## config.mk

```make
export PLATFORM = sky130hd
export DESIGN_NAME = pox_multi_ch_calib_ctrl
export DESIGN_NICKNAME = d
export VERILOG_FILES = /design/src/rtl/pox_pkg.sv /design/src/rtl/pox_multi_ch_calib_ctrl_if.sv /design/src/rtl/pox_win_stats.sv /design/src/rtl/pox_multi_ch_calib_ctrl.sv
export SDC_FILE = /design/constraint.sdc
export NUM_CORES = 1
export LEC_CHECK = 0
export BUFFER_PORTS_ARGS = -buffer_cell sky130_fd_sc_hd__buf_2
export CAP_MARGIN = 20
export CELL_PAD_IN_SITES_DETAIL_PLACEMENT = 0
export CELL_PAD_IN_SITES_GLOBAL_PLACEMENT = 1
export CORE_UTILIZATION = 44
export CTS_CLUSTER_DIAMETER = 100
export DETAILED_ROUTE_END_ITERATION = 16
export HOLD_SLACK_MARGIN = 0.02
export MAX_ROUTING_LAYER = met4
export PLACE_DENSITY_LB_ADDON = 0.1
export SKIP_LAST_GASP = 1
export SYNTH_ARGS = -nofsm -noshare
export SYNTH_HDL_FRONTEND = slang
export SYNTH_HIERARCHICAL = 1
export SYNTH_SLANG_ARGS = --single-unit
```

## constraint.sdc

```tcl
create_clock -name CLK -period 2.5 [get_ports CLK]
set_clock_uncertainty 0.2 [all_clocks]
set_input_delay 0.125 -clock CLK [delete_from_list [all_inputs] [get_ports CLK]]
set_output_delay 0.125 -clock CLK [all_outputs]
set_load 0.005 [all_outputs]
```

## src/rtl/pox_pkg.sv

```systemverilog
// Shared constants for the multi-channel pulse-oximeter calibration controller.
// FSM encodings, default widths and channel indices.
package pox_pkg;

  localparam int NUM_CH_D = 2;
  localparam int ADC_W_D  = 8;
  localparam int DC_W_D   = 7;
  localparam int PGA_W_D  = 4;

  localparam int CH_RED = 0;
  localparam int CH_IR  = 1;

  localparam logic [3:0] ST_IDLE     = 4'd0;
  localparam logic [3:0] ST_SETTLE   = 4'd1;
  localparam logic [3:0] ST_DC_ACC   = 4'd2;
  localparam logic [3:0] ST_DC_EVAL  = 4'd3;
  localparam logic [3:0] ST_PGA_ACC  = 4'd4;
  localparam logic [3:0] ST_PGA_EVAL = 4'd5;
  localparam logic [3:0] ST_NEXT_CH  = 4'd6;
  localparam logic [3:0] ST_OPERATE  = 4'd7;
  localparam logic [3:0] ST_FAIL     = 4'd8;

  function automatic int cw(input int n);
    return (n > 1) ? $clog2(n) : 1;
  endfunction

endpackage

```

## src/rtl/pox_multi_ch_calib_ctrl_if.sv

```systemverilog
// Sample stream into the window statistics block and its results.
// Master feeds samples and clear; slave returns sum/min/max/done.
interface pox_multi_ch_calib_ctrl_if #(
  parameter int ADC_W = 8,
  parameter int SUM_W = 13
);
  logic [ADC_W-1:0] sample;
  logic             valid;
  logic             clear;
  logic [SUM_W-1:0] sum;
  logic [ADC_W-1:0] mn;
  logic [ADC_W-1:0] mx;
  logic             done;

  modport master (
    output sample, valid, clear,
    input  sum, mn, mx, done
  );

  modport slave (
    input  sample, valid, clear,
    output sum, mn, mx, done
  );
endinterface

```

## src/rtl/pox_win_stats.sv

```systemverilog
// Windowed sum/min/max over WIN valid samples; freezes once full.
// Shared by the DC and PGA search phases.
module pox_win_stats
  import pox_pkg::*;
#(
  parameter int ADC_W = 8,
  parameter int WIN   = 27,
  parameter int SUM_W = 13
) (
  input logic CLK,
  input logic rst_n,
  pox_multi_ch_calib_ctrl_if.slave s
);

  localparam int CNT_W = cw(WIN + 1);

  logic [CNT_W-1:0] cnt_q, cnt_d;
  logic [SUM_W-1:0] sum_q, sum_d;
  logic [ADC_W-1:0] mn_q, mn_d;
  logic [ADC_W-1:0] mx_q, mx_d;
  logic             full;

  assign full = (cnt_q == CNT_W'(WIN));

  always_comb begin
    cnt_d = cnt_q;
    sum_d = sum_q;
    mn_d  = mn_q;
    mx_d  = mx_q;
    if (s.clear) begin
      cnt_d = '0;
      sum_d = '0;
      mn_d  = '1;
      mx_d  = '0;
    end else if (s.valid && !full) begin
      cnt_d = cnt_q + 1'b1;
      sum_d = sum_q + SUM_W'(s.sample);
      if (s.sample < mn_q) mn_d = s.sample;
      if (s.sample > mx_q) mx_d = s.sample;
    end
  end

  always_ff @(posedge CLK or negedge rst_n) begin
    if (!rst_n) begin
      cnt_q <= '0;
      sum_q <= '0;
      mn_q  <= '1;
      mx_q  <= '0;
    end else begin
      cnt_q <= cnt_d;
      sum_q <= sum_d;
      mn_q  <= mn_d;
      mx_q  <= mx_d;
    end
  end

  assign s.sum  = sum_q;
  assign s.mn   = mn_q;
  assign s.mx   = mx_q;
  assign s.done = full;

endmodule

```

## src/rtl/pox_multi_ch_calib_ctrl.sv

```systemverilog
// Per-channel DC-comp and PGA search, then time-multiplexed operation.
// Sits between the ADC and the LED/DC-DAC/PGA front-end.
module pox_multi_ch_calib_ctrl
  import pox_pkg::*;
#(
  parameter int NUM_CH  = NUM_CH_D,
  parameter int ADC_W   = ADC_W_D,
  parameter int DC_W    = DC_W_D,
  parameter int PGA_W   = PGA_W_D,
  parameter int WIN     = 27,
  parameter int SETTLE  = 2,
  parameter int DC_LO   = 110,
  parameter int DC_HI   = 145,
  parameter int CLIP_LO = 10,
  parameter int CLIP_HI = 245,
  parameter int SLOT    = 10,
  localparam int CH_W   = cw(NUM_CH)
) (
  input  logic              CLK,
  input  logic              rst_n,
  input  logic [ADC_W-1:0]  ADC,
  input  logic              adc_valid,
  input  logic              Find_setting,
  output logic [NUM_CH-1:0] LED_EN,
  output logic [DC_W-1:0]   DC_Comp,
  output logic [PGA_W-1:0]  PGA_Gain,
  output logic              calib_busy,
  output logic              calib_done,
  output logic              calib_fail,
  output logic [CH_W-1:0]   fail_ch,
  output logic [ADC_W-1:0]  ch_value,
  output logic [CH_W-1:0]   ch_idx,
  output logic              ch_valid
);

  localparam int SUM_W = ADC_W + $clog2(WIN + 1);
  localparam int SC_W  = cw(SETTLE + 1);
  localparam int SL_W  = cw(SLOT);
  localparam logic [31:0] LO_TH = 32'(DC_LO * WIN);
  localparam logic [31:0] HI_TH = 32'((DC_HI + 1) * WIN);
  localparam logic [DC_W-1:0]  DC_MAX  = '1;
  localparam logic [PGA_W-1:0] PGA_MAX = '1;

  logic [3:0]        state_q, state_d;
  logic              pga_ph_q, pga_ph_d;
  logic [CH_W-1:0]   ch_q, ch_d;
  logic [DC_W-1:0]   dc_q, dc_d;
  logic [PGA_W-1:0]  pga_q, pga_d;
  logic              busy_q, busy_d;
  logic              done_q, done_d;
  logic              fail_q, fail_d;
  logic [CH_W-1:0]   fch_q, fch_d;
  logic [SC_W-1:0]   sc_q, sc_d;
  logic [SL_W-1:0]   slot_q, slot_d;
  logic [CH_W-1:0]   opch_q, opch_d;
  logic [NUM_CH-1:0] led_q, led_d;
  logic [SC_W-1:0]   vc_q, vc_d;
  logic [ADC_W-1:0]  held_q, held_d;
  logic              hv_q, hv_d;
  logic [ADC_W-1:0]  cv_q, cv_d;
  logic [CH_W-1:0]   ci_q, ci_d;
  logic              cs_q, cs_d;
  logic [DC_W-1:0]   dc_mem_q [NUM_CH];
  logic [DC_W-1:0]   dc_mem_d [NUM_CH];
  logic [PGA_W-1:0]  pga_mem_q [NUM_CH];
  logic [PGA_W-1:0]  pga_mem_d [NUM_CH];

  logic [31:0]       sum32;
  logic              clipped;
  logic              elig;
  logic              in_cal;
  logic [CH_W-1:0]   nxt_ch;

  pox_multi_ch_calib_ctrl_if #(
    .ADC_W (ADC_W),
    .SUM_W (SUM_W)
  ) st_if ();

  assign st_if.sample = ADC;
  assign st_if.valid  = adc_valid &&
    (state_q == ST_DC_ACC || state_q == ST_PGA_ACC);
  assign st_if.clear  = (state_q == ST_SETTLE);

  pox_win_stats #(
    .ADC_W (ADC_W),
    .WIN   (WIN),
    .SUM_W (SUM_W)
  ) u_stats (
    .CLK   (CLK),
    .rst_n (rst_n),
    .s     (st_if)
  );

  assign sum32   = 32'(st_if.sum);
  assign clipped = (st_if.mn <= ADC_W'(CLIP_LO)) ||
                   (st_if.mx >= ADC_W'(CLIP_HI));
  assign elig    = adc_valid && (vc_q == SC_W'(SETTLE));
  assign nxt_ch  = (opch_q == CH_W'(NUM_CH - 1)) ? '0
                 : opch_q + 1'b1;
  assign in_cal  = state_q inside {ST_SETTLE, ST_DC_ACC,
    ST_DC_EVAL, ST_PGA_ACC, ST_PGA_EVAL, ST_NEXT_CH};

  always_comb begin
    state_d   = state_q;
    pga_ph_d  = pga_ph_q;
    ch_d      = ch_q;
    dc_d      = dc_q;
    pga_d     = pga_q;
    busy_d    = busy_q;
    done_d    = done_q;
    fail_d    = fail_q;
    fch_d     = fch_q;
    sc_d      = sc_q;
    slot_d    = slot_q;
    opch_d    = opch_q;
    led_d     = led_q;
    vc_d      = vc_q;
    held_d    = held_q;
    hv_d      = hv_q;
    cv_d      = cv_q;
    ci_d      = ci_q;
    cs_d      = 1'b0;
    dc_mem_d  = dc_mem_q;
    pga_mem_d = pga_mem_q;
    if (Find_setting) begin
      state_d  = ST_SETTLE;
      pga_ph_d = 1'b0;
      ch_d     = '0;
      dc_d     = '0;
      pga_d    = '0;
      busy_d   = 1'b1;
      done_d   = 1'b0;
      fail_d   = 1'b0;
      sc_d     = '0;
      slot_d   = '0;
      opch_d   = '0;
      led_d    = '0;
      vc_d     = '0;
      hv_d     = 1'b0;
    end else begin
      case (state_q)
        ST_SETTLE: begin
          if (adc_valid) begin
            if (sc_q == SC_W'(SETTLE - 1)) begin
              sc_d    = '0;
              state_d = pga_ph_q ? ST_PGA_ACC : ST_DC_ACC;
            end else begin
              sc_d = sc_q + 1'b1;
            end
          end
        end
        ST_DC_ACC: begin
          if (st_if.done) state_d = ST_DC_EVAL;
        end
        ST_DC_EVAL: begin
          // A step that would leave the code range is a failed search
          if (sum32 < LO_TH) begin
            if (dc_q == '0) begin
              state_d = ST_FAIL;
              fail_d  = 1'b1;
              busy_d  = 1'b0;
              fch_d   = ch_q;
            end else begin
              dc_d    = dc_q - 1'b1;
              state_d = ST_SETTLE;
            end
          end else if (sum32 >= HI_TH) begin
            if (dc_q == DC_MAX) begin
              state_d = ST_FAIL;
              fail_d  = 1'b1;
              busy_d  = 1'b0;
              fch_d   = ch_q;
            end else begin
              dc_d    = dc_q + 1'b1;
              state_d = ST_SETTLE;
            end
          end else begin
            dc_mem_d[ch_q] = dc_q;
            pga_d    = '0;
            pga_ph_d = 1'b1;
            state_d  = ST_SETTLE;
          end
        end
        ST_PGA_ACC: begin
          if (st_if.done) state_d = ST_PGA_EVAL;
        end
        ST_PGA_EVAL: begin
          if (clipped) begin
            pga_mem_d[ch_q] = (pga_q == '0) ? '0 : pga_q - 1'b1;
            state_d = ST_NEXT_CH;
          end else if (pga_q == PGA_MAX) begin
            pga_mem_d[ch_q] = pga_q;
            state_d = ST_NEXT_CH;
          end else begin
            pga_d   = pga_q + 1'b1;
            state_d = ST_SETTLE;
          end
        end
        ST_NEXT_CH: begin
          if (ch_q == CH_W'(NUM_CH - 1)) begin
            state_d = ST_OPERATE;
            done_d  = 1'b1;
            busy_d  = 1'b0;
            slot_d  = '0;
            opch_d  = '0;
            vc_d    = '0;
            hv_d    = 1'b0;
            led_d   = NUM_CH'(1);
            dc_d    = dc_mem_q[CH_RED];
            pga_d   = pga_mem_q[CH_RED];
          end else begin
            ch_d     = ch_q + 1'b1;
            dc_d     = '0;
            pga_d    = '0;
            pga_ph_d = 1'b0;
            state_d  = ST_SETTLE;
          end
        end
        ST_OPERATE: begin
          if (adc_valid && vc_q != SC_W'(SETTLE)) vc_d = vc_q + 1'b1;
          if (elig) begin
            held_d = ADC;
            hv_d   = 1'b1;
          end
          // Next slot's settings are loaded so they show from slot cycle 0
          if (slot_q == SL_W'(SLOT - 1)) begin
            if (elig || hv_q) begin
              cs_d = 1'b1;
              cv_d = elig ? ADC : held_q;
              ci_d = opch_q;
            end
            slot_d = '0;
            vc_d   = '0;
            hv_d   = 1'b0;
            opch_d = nxt_ch;
            led_d  = NUM_CH'(1) << nxt_ch;
            dc_d   = dc_mem_q[nxt_ch];
            pga_d  = pga_mem_q[nxt_ch];
          end else begin
            slot_d = slot_q + 1'b1;
          end
        end
        default: ;
      endcase
    end
  end

  always_ff @(posedge CLK or negedge rst_n) begin
    if (!rst_n) begin
      state_q   <= ST_IDLE;
      pga_ph_q  <= 1'b0;
      ch_q      <= '0;
      dc_q      <= '0;
      pga_q     <= '0;
      busy_q    <= 1'b0;
      done_q    <= 1'b0;
      fail_q    <= 1'b0;
      fch_q     <= '0;
      sc_q      <= '0;
      slot_q    <= '0;
      opch_q    <= '0;
      led_q     <= '0;
      vc_q      <= '0;
      held_q    <= '0;
      hv_q      <= 1'b0;
      cv_q      <= '0;
      ci_q      <= '0;
      cs_q      <= 1'b0;
      dc_mem_q  <= '{default: '0};
      pga_mem_q <= '{default: '0};
    end else begin
      state_q   <= state_d;
      pga_ph_q  <= pga_ph_d;
      ch_q      <= ch_d;
      dc_q      <= dc_d;
      pga_q     <= pga_d;
      busy_q    <= busy_d;
      done_q    <= done_d;
      fail_q    <= fail_d;
      fch_q     <= fch_d;
      sc_q      <= sc_d;
      slot_q    <= slot_d;
      opch_q    <= opch_d;
      led_q     <= led_d;
      vc_q      <= vc_d;
      held_q    <= held_d;
      hv_q      <= hv_d;
      cv_q      <= cv_d;
      ci_q      <= ci_d;
      cs_q      <= cs_d;
      dc_mem_q  <= dc_mem_d;
      pga_mem_q <= pga_mem_d;
    end
  end

  assign LED_EN = in_cal ? (NUM_CH'(1) << ch_q)
                : (state_q == ST_OPERATE) ? led_q
                : '0;
  assign DC_Comp    = dc_q;
  assign PGA_Gain   = pga_q;
  assign calib_busy = busy_q;
  assign calib_done = done_q;
  assign calib_fail = fail_q;
  assign fail_ch    = fch_q;
  assign ch_value   = cv_q;
  assign ch_idx     = ci_q;
  assign ch_valid   = cs_q;

endmodule
```

* After elaboration in Yosys (flattened, before gate mapping)
Index checks and enable logic that the tools add are counted.
** Operators by class
- Add/sub/neg operators :: 11
- Magnitude comparators :: 9
- Eq/ne operators :: 34
- Shift-type cells :: 2
- Muxes and demuxes :: 116
- Bitwise gates (word level) :: 5
- Reductions and logical operators :: 49
** Operators by type and width (number)
- $mux 4 :: 24
- $mux 7 :: 11
- $mux 8 :: 9
- $mux 1 :: 36
- $mux 13 :: 2
- $mux 2 :: 13
- $ne 3x3->1 const B :: 8
- $pmux 4 s6 :: 1
- $reduce_bool 2->1 :: 11
- $pmux 7 s3 :: 1
- $reduce_and 5->1 :: 4
- $bwmux 8 :: 2
- $eq 4x3->1 const B :: 4
- $ne 4x4->1 const B :: 4
- $pmux 4 s4 :: 1
- $reduce_and 4->1 :: 4
- $bwmux 14 :: 1
- $add 13x8->13 :: 1
- $ge 13x12->1 const B :: 1
- $lt 13x12->1 const B :: 1
- $mux 3 :: 4
- $ne 3x2->1 const B :: 4
- $reduce_and 2->1 :: 6
- $reduce_and 3->1 :: 4
- other kinds (44) :: 69
** Word-level totals
- Bits in registers :: 107
- Bits of input ports :: 12
- Output and inout bits :: 27
- Logic and storage cells :: 253

* Longest topological paths before layout
Gate-level depths: netlist (run 1).
- Depth after elaboration :: 9
- Gate-level depth with buffers :: 11
- Depth with buffers taken out :: 11

* By module
Netlist (run 1), hierarchy kept.
** By module, submodules not included
- pox_multi_ch_calib_ctrl :: times used 1, cells each 403, area an instance 4068.9 µm², sequential area each 1801.7 µm²
- pox_win_stats :: times used 1, cells each 238, area an instance 2212.1 µm², sequential area each 860.8 µm²

* Least setup slack after synthesis (run 1)
No wires, ideal clock.
- Kind :: flip-flop to flip-flop
- Start :: register u_stats.sum_q[8], in the netlist u_stats/s.sum[8]
- End :: register dc_q[6], in the netlist DC_Comp[6]
- Arrival time :: 2.391 ns
- Required time :: 2.224 ns
- Path slack :: -0.167 ns
- Stages on the path, launching flop included :: 12
- Path buffers :: 0
- Period minus slack after synthesis :: 2.667 ns
- Path through :: dfrtp_1 nand4_1 a211oi_1 or2_1 inv_2 ha_1 nor2b_1 o31ai_1 a21oi_1 and2_1 mux2_2 o21ai_1
** On the way
- Word-level cells in the longest chain between the ends :: 4
- Elaborated cells between the ends (all ways) :: 9
- Those cells by class :: order compare: 2; eq/ne: 3; mux: 3; reduce/logical: 1
** Ends and longest elaborated chain
- from (decl) :: line pox_win_stats.sv:18 : logic [SUM_W-1:0] sum_q, sum_d;
- from (signal assigned) :: line pox_win_stats.sv:51 : sum_q <= sum_d;
- $lt 13x12->1 :: line pox_multi_ch_calib_ctrl.sv:157 : if (sum32 < LO_TH) begin
- $mux 7 :: line pox_multi_ch_calib_ctrl.sv:157
- $pmux 7 s3 :: line pox_multi_ch_calib_ctrl.sv:141 : case (state_q)
- $mux 7 :: line pox_multi_ch_calib_ctrl.sv:125 : if (Find_setting) begin
- to (signal assigned) :: line pox_multi_ch_calib_ctrl.sv:253 : dc_q <= '0;
- to (signal assigned) :: line pox_multi_ch_calib_ctrl.sv:275 : dc_q <= dc_d;
- to (decl) :: line pox_multi_ch_calib_ctrl.sv:47 : logic [DC_W-1:0] dc_q, dc_d;
Several ways; a longest one is shown, not always the timed one.
A chain may end at the register's enable or synchronous reset.

* Worst setup path after layout (run 1)
- Start :: register u_stats.sum_q[1], in the netlist u_stats/s.sum[1]
- End :: register dc_q[5], in the netlist DC_Comp[5]
Same word-level chain as after synthesis.

==> results of run 1 <==
## state kept, by name (all words and copies together) (netlist names), 5 cells and up
name	flops
dc_mem_q	14
u_stats/s.sum	13
ch_value	8
held_q	8
pga_mem_q	8
u_stats/s.mn	8
u_stats/s.mx	8
DC_Comp	7
u_stats/cnt_q	5
## critical path, cell delays in order, from the launching register on
cell      delay, ps
dfrtp_1         380
o211ai_1        300
a211oi_2        130
or2_4           270
inv_6           100
ha_4            200
a21o_1          160
a21oi_2         180
nand4b_1        160
a21oi_2          70
o41ai_2         330
## repair_timing
action	in CTS	in global routing
pin swaps	10	15
hold buffers	11	0
hold endpoints to repair	80	0
setup buffers	3	4
gates resized for setup	12	28
setup endpoints to repair	6	38
## logic make-up (layout without fill, tap and decap cells)
logic type / count (synthesis) / after routing
AOI/OAI and AO/OA: 167 / 167
xor gates and xnor gates: 15 / 15
adders and majority gates: 37 / 37
buffers and inverters: 66 / 169
DFF: 106 / 106
muxes: 51 / 51
and+or+nand+nor: 199 / 199
## worst paths after layout
check / startpoint / depth (start not counted) / slack [ps] / endpoint
min: rst_n / 2 / 130 / calib_busy$_DFFE_PN0P_
max: u_stats/s.sum[1]$_DFFE_PN0P_ / 10 / -90 / DC_Comp[5]$_DFFE_PN0P_
max in group asynchronous: rst_n / 3 / 1190 / state_q[1]$_DFFE_PN0P_
min reg2reg: calib_busy$_DFFE_PN0P_ / 1 / 280 / calib_busy$_DFFE_PN0P_
min in group CLK: calib_busy$_DFFE_PN0P_ / 1 / 280 / calib_busy$_DFFE_PN0P_
max reg2reg: u_stats/s.sum[1]$_DFFE_PN0P_ / 10 / -90 / DC_Comp[5]$_DFFE_PN0P_
## per-stage QoR
| step | TNS, ps | instance area (um^2) | worst slack (ps) |
|---|---|---|---|
| after global routing | -658 | 7760 | -182 |
| after detailed placement | -424 | 7060 | -139 |
| after CTS | -314 | 7620 | -101 |
| after global placement | -342 | 7060 | -127 |
| final | -282 | 7760 | -93.5 |
| after floorplan | -8.75 | 6310 | -8.75 |
## metal layers
layer | track usage | up-vias | part of all wire
li1 | - | 2530 | -
met1 | 0.304 | 2595 | 0.47
met2 | 0.368 | 104 | 0.48
met3 | 0.0484 | 19 | 0.034
met4 | 0.0610 | 0 | 0.016
met5 | - | - | 0
## final cells by class
class                           instances  share of cell area
Multi-Input combinational cell        469               0.456
Sequential cell                       106               0.343
Timing Repair Buffer                  116               0.108
Clock buffer                            9              0.0290
Tap cell                              180              0.0290
Inverter                               37              0.0185
Clock inverter                          7              0.0158
## placed cells by master (no fill, tap or decap), types with 9 or more instances in the layout
cell type      synthesis  layout
a21o_1                 9       9
a21oi_1               42      37
buf_2                  8      37
buf_4                  0      64
clkbuf_16              0       9
dfrtp_1               98      96
dlygate4sd3_1          0      11
ha_1                  34      28
inv_1                 36      36
mux2_2                18      18
mux2i_1               17      17
nand2_1               55      54
nand3_1               13      12
nor2_1                61      60
o21ai_0               36      34
o31ai_1               13      10
xor2_1                11      11
## power by group
| group | leakage, nW | switching (mW) | total, mW | internal, mW |
|---|---|---|---|---|
| registers | 1.43 | 0.143 | 1.95 | 1.81 |
| clock network | 0.163 | 0.688 | 1.67 | 0.986 |
| logic | 2.06 | 1.10 | 1.98 | 0.874 |
| total | 3.66 | 1.93 | 5.60 | 3.67 |
==> impl_metrics.csv, run 1 <==
group,metric,value,unit
logic_synthesis,synthTopCellsByArea,"dfrtp_1 (39%), ha_1 (6.8%), nor2_1 (3.6%)",
logic_synthesis,synth.area.mux_share,0.0928,
flow_run,drv_cap,0,
logic_synthesis,synth_xor_area_frac,0.0209,
cells_and_area,antenna_cells,0,
cts,cts_max_level,3,
logic_synthesis,synth_warnings,6,
cells_and_area,regArea,2670,um^2
logic_synthesis,ys_seq_elements,106,
sta,fmax,0.386,GHz
cts,cts_tree,"done",
floorplan,row_count,43,
cts,cts.sink_count,106,
pwr,ir_drop,0.000375,V
detailed_routing,route.antenna.remaining_nets,0,
pwr,power.density,722,nW/um^2
detailed_routing,vias_per_cell,5.68,
sta,rsz0062_at_grt,"yes",
logic_synthesis,yosysMostFrequentCell,"dfrtp_1",
cts,clock_latency,360,ps
logic_synthesis,synth_nets,689,
critical_path,crit_type,"register to register",
floorplan,dieHeight,121,um
logic_synthesis,synthArstFlopShare,1.00,
floorplan,io_pins,39,
cts,cts_buffer_depth,2,
sta,whs,127,ps
logic_synthesis,seq_area_frac_synth,0.424,
logic_synthesis,ys_types,79,
logic_synthesis,synthCells,641,
detailed_routing,post-route-drc-count,0,
floorplan,die-area,14800,um^2
grt,grt_pass1_wl,26.0,mm
grt,grt_antenna_before_repair,0,
cts,clockRootBuffer,"clkbuf_16",
cells_and_area,drive_gt1_frac,0.277,
placed_design,portBuffers,38,
sta,timing.slew.headroom,0.579,
detailed_routing,wirelength,16.1,mm
floorplan,die_w,121,um
sta,setup_ws,-93.5,ps
grt,first_global_vias,5051,
cts,numCtsBuffers,9,
grt,grt_overflow,0,
cts,clkSlewWorstSetupHoldPaths,70,ps
cells_and_area,instances_no_fill,924,
critical_path,start_kind,"register",
grt,grtUsageTotal,0.233,
logic_synthesis,synthSimpleGateAreaFrac,0.160,
placed_design,place.gp.congestion,0.837,
detailed_routing,wire_per_inst,17.4,um
cells_and_area,n_fill_cell,1227,
cells_and_area,syn2layout_area_growth,23.6,%
critical_path,crit_fanout,5,
sta,period_share,1.04,
logic_synthesis,ys.flop_type,"dfrtp_1",
logic_synthesis,yosys.area.top_type,"dfrtp_1",
run_status,status,"finished with violations",
sta,post-route-min-period,2590,ps
logic_synthesis,avgSynthCellArea,9.80,um^2
logic_synthesis,synth_top_area_share,0.390,
logic_synthesis,synth_top_family_by_area,"compound AO/OA/AOI/OAI gates",
sta,worst_slew_pin_slew,632,ps
floorplan,coreArea,13900,um^2
placed_design,dpl.hpwl,11.5,mm
logic_synthesis,synth_area,6280,um^2
pwr,p_total,5.60,mW
sta,hold_violations,0,
cells_and_area,final_util,0.559,
run_status,violations,"negative setup slack",
floorplan,start_util,0.452,
sta,slew_violations,0,
placed_design,dp_cells,890,
detailed_routing,initialDrtViolationCount,300,
logic_synthesis,synth_edf_count,0,
pwr,leakage,3.66,nW
logic_synthesis,synthAdderAreaFrac,0.0757,
critical_path,critPathCaptureType,"register",
grt,grt_max_degree,47,
critical_path,cp.arrival,2650,ps
hold_path,hold_path.class,"input port to async pin",
detailed_routing,num_vias,5248,
cells_and_area,fin_nets,787,
logic_synthesis,synth_compound_area_frac,0.181,
logic_synthesis,synthTopCellsByCount,"dfrtp_1 (98), nor2_1 (61), nand2_1 (55)",
detailed_routing,drtPass1Iterations,5,
cells_and_area,multi_input_area,3540,um^2
critical_path,required,2560,ps
sta,setup_viol,4,
No activity file was read; power rests on OpenSTA's default activity.
==> inputs of run 2 (changes only) <==
--- a/config.mk
+++ b/config.mk
@@ -5,12 +5,14 @@
 export SDC_FILE = /design/constraint.sdc
 export NUM_CORES = 1
 export LEC_CHECK = 0
+export ABC_AREA = 1
 export BUFFER_PORTS_ARGS = -buffer_cell sky130_fd_sc_hd__buf_2
 export CAP_MARGIN = 20
 export CELL_PAD_IN_SITES_DETAIL_PLACEMENT = 0
 export CELL_PAD_IN_SITES_GLOBAL_PLACEMENT = 1
-export CORE_UTILIZATION = 44
+export CORE_UTILIZATION = 41
 export CTS_CLUSTER_DIAMETER = 100
+export CTS_CLUSTER_SIZE = 24
 export DETAILED_ROUTE_END_ITERATION = 16
 export HOLD_SLACK_MARGIN = 0.02
 export MAX_ROUTING_LAYER = met4
==> impl_metrics.csv, run 2 <==
group,metric,value,unit
cells_and_area,fin_nets,1003,
floorplan,io_pins,39,
critical_path,slowest_stage,"dfrtp_1",
sta,hold_violations,0,
pwr,leakage,3.87,nW
cts,clkSlewWorstSetupHoldPaths,70,ps
cells_and_area,drive_gt1_frac,0.161,
critical_path,reg2reg_setup_slack,80,ps
placed_design,dp_cells,1143,
detailed_routing,vias_per_cell,5.07,
cts,cts.sink_count,106,
sta,rsz0062_at_grt,"yes",
logic_synthesis,avgSynthCellArea,7.48,um^2
cts,cts_buffer_depth,2,
sta,timing.slew.headroom,0.566,
detailed_routing,wire_per_inst,14.3,um
grt,grt_max_degree,49,
critical_path,crit_fanout,6,
logic_synthesis,synth_area,6650,um^2
placed_design,portBuffers,38,
detailed_routing,route.antenna.remaining_nets,0,
detailed_routing,wirelength,16.9,mm
floorplan,row_count,46,
cells_and_area,syn2layout_area_growth,15.7,%
grt,busiest_layer,"met2",
critical_path,cp.arrival,2500,ps
logic_synthesis,synth_top_area_share,0.369,
logic_synthesis,ys_seq_elements,106,
critical_path,r2r_start,"u_stats/s.sum[2]$_DFFE_PN0P_",
detailed_routing,initialDrtViolationCount,313,
cts,cts_tree,"done",
detailed_routing,num_vias,5966,
critical_path,path_buf_inv,1,
critical_path,cpPeakStageDelay,400,ps
logic_synthesis,seq_area_frac_synth,0.401,
cts,cts_max_level,3,
cells_and_area,largest_register_ffs,14,
pwr,ir_drop,0.000396,V
critical_path,start_kind,"register",
logic_synthesis,yosysMostFrequentCell,"nand2_1",
sta,slew_violations,0,
floorplan,die_w,129,um
critical_path,cp_cell_sequence,"nor2_1 -> o21ai_2 -> nand2_1 -> nand2_2 -> clkinvlp_4 -> ha_4 -> nand2_2 -> or2_4 -> nand3_2 -> nand2_1 -> nand3_1 -> nand2_1 -> o21ai_1",
grt,grt_antenna_before_repair,0,
logic_synthesis,synthCells,888,
logic_synthesis,synthTopCellsByCount,"nand2_1 (277), inv_1 (102), dfrtp_1 (98)",
sta,whs,146,ps
floorplan,start_util,0.420,
critical_path,critPathCaptureType,"register",
flow_run,drv_cap,0,
detailed_routing,post-route-drc-count,0,
critical_path,rr_endpoint,"DC_Comp[5]$_DFFE_PN0P_",
grt,grt_pass1_wl,27.9,mm
cells_and_area,antenna_cells,0,
cells_and_area,regMostFlops,"dc_mem_q",
logic_synthesis,yosys.area.top_type,"dfrtp_1",
cts,clockRootBuffer,"clkbuf_16",
sta,setup_ws,77.8,ps
run_status,status,"finished clean",
sta,period_share,0.969,
sta,fmax,0.413,GHz
logic_synthesis,synthArstFlopShare,1.00,
critical_path,ff2ff_path_depth,13,
critical_path,required,2580,ps
floorplan,dieHeight,129,um
logic_synthesis,synth_edf_count,0,
placed_design,dpl.hpwl,12.5,mm
pwr,power.density,751,nW/um^2
logic_synthesis,synthTopCellsByArea,"dfrtp_1 (37%), nand2_1 (16%), ha_1 (6.4%)",
hold_path,hold_path.class,"input port to async pin",
cells_and_area,final_common_cell,"nand2_1",
floorplan,die-area,16700,um^2
cts,clock_latency,360,ps
critical_path,crit_top_cell,"nand2_1",
placed_design,place.gp.congestion,0.852,
cts,numCtsBuffers,9,
cells_and_area,instances_no_fill,1176,
grt,grt_overflow,0,
logic_synthesis,synth_nets,936,
pwr,p_total,5.77,mW
cells_and_area,most-common-layout-cells,"nand2_1 (275), inv_1 (101), dfrtp_1 (97)",
floorplan,coreArea,15800,um^2
critical_path,cpLargestDelayFamily,"simple AND/OR/NAND/NOR gates",
sta,post-route-min-period,2420,ps
grt,first_global_vias,5709,
logic_synthesis,synth_warnings,6,
grt,gr-usage-met2,0.378,
logic_synthesis,ys.flop_type,"dfrtp_1",
grt,grtUsageTotal,0.222,
grt,grt_use_met3,0.0260,
grt,met1_usage,0.273,
logic_synthesis,ys_types,49,
detailed_routing,drtPass1Iterations,5,
placed_design,place_ws,-5.41,ps
sta,worst_slew_pin_slew,651,ps
sta,setup_viol,0,
critical_path,crit_type,"register to register",
[run 2: changes by cell type after synthesis, moves of 9 or more]
| cell | before | now |
|---|---|---|
| nand2_1 | 55 | 277 |
| or2_2 | 0 | 9 |
| a21o_1 | 9 | 0 |
| nand3_1 | 13 | 71 |
| mux2_2 | 18 | 0 |
| o21ai_1 | 6 | 15 |
| inv_1 | 36 | 102 |
| clkbuf_1 | 17 | 2 |
| o31ai_1 | 13 | 2 |
| inv_2 | 1 | 12 |
| mux2i_1 | 17 | 8 |
| o21ai_0 | 36 | 55 |
[run 2: how the worst max path moves through the flow]
stage,startpoint,to,slack (ps),cells past startpoint
after floorplan,u_stats/s.sum[8]$_DFFE_PN0P_,DC_Comp[5]$_DFFE_PN0P_,170,13
after global placement,u_stats/s.sum[4]$_DFFE_PN0P_,DC_Comp[5]$_DFFE_PN0P_,50,13
after detailed placement,u_stats/s.sum[4]$_DFFE_PN0P_,DC_Comp[5]$_DFFE_PN0P_,-5,13
after CTS,u_stats/s.sum[3]$_DFFE_PN0P_,DC_Comp[5]$_DFFE_PN0P_,70,13
after global routing,u_stats/s.sum[10]$_DFFE_PN0P_,DC_Comp[5]$_DFFE_PN0P_,-50,15
final,u_stats/s.sum[2]$_DFFE_PN0P_,DC_Comp[5]$_DFFE_PN0P_,80,13
[run 2: worst reg2reg max path: cells and delay by family (launching register included)]
kind / cells / cell delay (ps)
fa+ha+maj: 1 / 390
simple gates: 9 / 830
flops: 1 / 400
buf+inv: 1 / 240
compound gates: 2 / 290
[run 2: logic make-up (layout without fill, tap and decap cells)]
| family | after synthesis | count (layout) | share of synthesized area |
|---|---|---|---|
| buffers and inverters | 129 | 201 | 0.0802 |
| and+or+nand+nor | 470 | 470 | 0.318 |
| xor gates and xnor gates | 5 | 5 | 0.00659 |
| DFF | 106 | 106 | 0.401 |
| muxes | 8 | 8 | 0.0121 |
| adders and majority gates | 36 | 36 | 0.0700 |
| AOI/OAI and AO/OA | 134 | 134 | 0.113 |
[run 2: report_power, final]
| part | switching [mW] | internal, mW |
|---|---|---|
| clock network | 0.711 | 0.696 |
| logic | 1.38 | 0.852 |
| registers | 0.215 | 1.92 |
[run 2: per-stage QoR]
step	instance area, um^2	utilization	TNS [ps]
floorplan	6650	-	0
global placement	7130	0.451	0
detailed placement	7130	0.451	-8.97
CTS	7530	0.476	0
global route	7690	0.486	-149
finish	7690	0.486	0
[run 2: layout make-up]
| class | count | area, um^2 |
|---|---|---|
| flip-flops and latches | 106 | 2660 |
| clock buffers | 9 | 225 |
| repair buffers | 70 | 473 |
| well taps | 216 | 270 |
| inverters | 115 | 438 |
| clock inverters | 7 | 62.6 |
| fillers | 1586 | 8140 |
| multi-input cells | 653 | 3560 |
[run 2: metal layers]
layer	up-vias	routed length (um)	share of wire
met1	2832	7700	0.46
met2	96	8360	0.50
met5	-	0	0
li1	3020	-	-
met4	0	250	0.015
met3	18	549	0.033
[run 2: repair_timing]
| item | 4_1_cts | 5_1_grt |
|---|---|---|
| setup endpoints to repair | 3 | 7 |
| endpoints found under the hold margin | 65 | 0 |
| gates resized for setup | 1 | 23 |
| setup buffers | 0 | 6 |
| hold buffers | 11 | 0 |
| pin swaps | 0 | 11 |
==> inputs of run 3 (changes only) <==
==> constraint.sdc (replaced) <==
create_clock -name CLK -period 2.5 [get_ports CLK]
set_clock_uncertainty 0.2 [all_clocks]
set_input_delay 0.25 -clock CLK [delete_from_list [all_inputs] [get_ports CLK]]
set_output_delay 0.25 -clock CLK [all_outputs]
set_load 0.05 [all_outputs]
==> impl_metrics.csv, run 3 (synthesis gave the netlist of run 2 again) <==
group,metric,value,unit
detailed_routing,drtPass1Iterations,5,
cts,clockRootBuffer,"clkbuf_16",
cells_and_area,final_util,0.484,
pwr,ir_drop,0.000395,V
cts,cts_tree,"done",
cts,cts_buffer_depth,2,
cts,numCtsBuffers,9,
critical_path,crit_fanout,7,
cells_and_area,fin_nets,998,
sta,timing.slew.headroom,0.572,
grt,first_global_vias,5773,
detailed_routing,wire_per_inst,14.4,um
cells_and_area,antenna_cells,0,
cts,cts.sink_count,106,
flow_run,drv_cap,0,
grt,grt_antenna_before_repair,0,
run_status,status,"finished clean",
sta,setup_viol,0,
pwr,seqPwrFrac,0.344,
cells_and_area,regMostFlops,"dc_mem_q",
sta,post-route-min-period,2490,ps
cells_and_area,syn2layout_area_growth,15.3,%
sta,hold_violations,0,
cts,cts_max_level,3,
placed_design,place.gp.congestion,0.862,
sta,slew_violations,0,
cells_and_area,final_common_cell,"nand2_1",
pwr,swShare,0.417,
detailed_routing,num_vias,5829,
critical_path,required,2550,ps
critical_path,start_kind,"register",
placed_design,dpl.hpwl,12.6,mm
floorplan,dieHeight,129,um
floorplan,row_count,46,
critical_path,critPathCaptureType,"register",
detailed_routing,wirelength,16.9,mm
floorplan,die-area,16700,um^2
cts,clock_latency,360,ps
detailed_routing,vias_per_cell,4.98,
pwr,leakage,3.88,nW
floorplan,die_w,129,um
floorplan,start_util,0.420,
sta,fmax,0.402,GHz
hold_path,hold_path.class,"input port to register",
grt,grt_overflow,0,
pwr,p_total,6.17,mW
grt,grt_max_degree,51,
floorplan,coreArea,15800,um^2
detailed_routing,initialDrtViolationCount,305,
grt,grt_pass1_wl,28.1,mm
cells_and_area,drive_gt1_frac,0.166,
placed_design,portBuffers,38,
sta,worst_slew_pin_slew,642,ps
pwr,p_int,3.60,mW
sta,rsz0062_at_grt,"yes",
pwr,comb_power_share,0.410,
pwr,power.density,806,nW/um^2
cts,clkSlewWorstSetupHoldPaths,80,ps
cells_and_area,most-common-layout-cells,"nand2_1 (274), inv_1 (100), dfrtp_1 (98)",
critical_path,crit_type,"register to register",
sta,period_share,0.995,
cells_and_area,largest_register_ffs,14,
detailed_routing,route.antenna.remaining_nets,0,
detailed_routing,post-route-drc-count,0,
pwr,p_switching,2.57,mW
critical_path,cp.arrival,2540,ps
pwr,clock_power_share,0.246,
floorplan,io_pins,39,
grt,grtUsageTotal,0.225,
-- run 3: cell types whose count changed in the layout (fill, tap and decap cells not counted), sizes merged --
cell,previous run,this run
dlygate4sd3,11,2
bufinv,0,1
clkbuf,9,10
buf,59,63
clkinvlp,4,2
-- run 3: path summary, 6_finish.rpt --
path,start,to,slack [ps],cells past startpoint
max,u_stats/s.sum[12]$_DFFE_PN0P_,DC_Comp[4]$_DFFE_PN0P_,10,12
min in group asynchronous,rst_n,state_q[0]$_DFFE_PN0P_,260,2
min reg2reg,pga_mem_q[1]$_DFFE_PN0P_,pga_mem_q[1]$_DFFE_PN0P_,280,2
min,ADC[1],u_stats/s.mx[1]$_DFFE_PN0P_,30,3
max in group asynchronous,rst_n,u_stats/s.mn[3]$_DFFE_PN1P_,1160,3
max reg2reg,u_stats/s.sum[12]$_DFFE_PN0P_,DC_Comp[4]$_DFFE_PN0P_,10,12
-- run 3: repair_timing --
action	4_1_cts	5_1_grt
setup buffers	0	9
hold endpoints to repair	48	0
resized for setup	1	25
setup endpoints to repair	2	4
pin swaps	0	18
hold buffers	2	0
gates cloned	0	0
-- run 3: worst max-delay path, cell delays in order (launching register included) --
cell	delay, ps
dfrtp_1	410
inv_2	70
nand3_1	80
nor2_1	120
nand2_1	90
nand2_2	100
clkinvlp_4	250
ha_4	410
nand3_1	110
a21boi_0	280
o21ai_1	100
nand3_1	90
o21ai_1	70
-- run 3: area by class of cell --
| type | count | area, um^2 |
|---|---|---|
| fillers | 1571 | 8170 |
| multi-input cells | 653 | 3560 |
| flip-flops and latches | 106 | 2660 |
| inverters | 115 | 438 |
| repair buffers | 65 | 413 |
| well taps | 216 | 270 |
| clock buffers | 10 | 229 |
| clock inverters | 6 | 85.1 |
-- run 3: power by group through the flow --
stage          combinational, mW  sequential, mW  clock, mW
2_1_floorplan               1.58            2.29          0
4_1_cts                     2.32            2.11       1.57
3_5_place_dp                2.31            2.14          0
6_report                    2.53            2.12       1.52
3_3_place_gp                2.27            2.14          0
5_1_grt                     2.85            2.15       1.63
-- run 3: metal layers --
metal | part of all wire | wire length, um | global-route usage | up-vias
li1 | - | - | - | 3001
met3 | 0.027 | 463 | 0.0343 | 22
met2 | 0.50 | 8390 | 0.393 | 82
met4 | 0.017 | 293 | 0.0699 | 0
met5 | 0 | 0 | - | -
met1 | 0.46 | 7750 | 0.264 | 2724
-- run 3: metrics by stage --
stage	setup slack (ps)	std cells	setup TNS, ps	instance area [um^2]	hold slack (ps)
floorplan	163	888	0	6650	-246
global placement	53.8	1144	0	7140	118
detailed placement	-6.47	1144	-6.47	7140	125
CTS	93.3	1162	0	7480	25.0
global route	-136	1171	-392	7660	43.9
finish	12.9	1171	0	7660	28.7
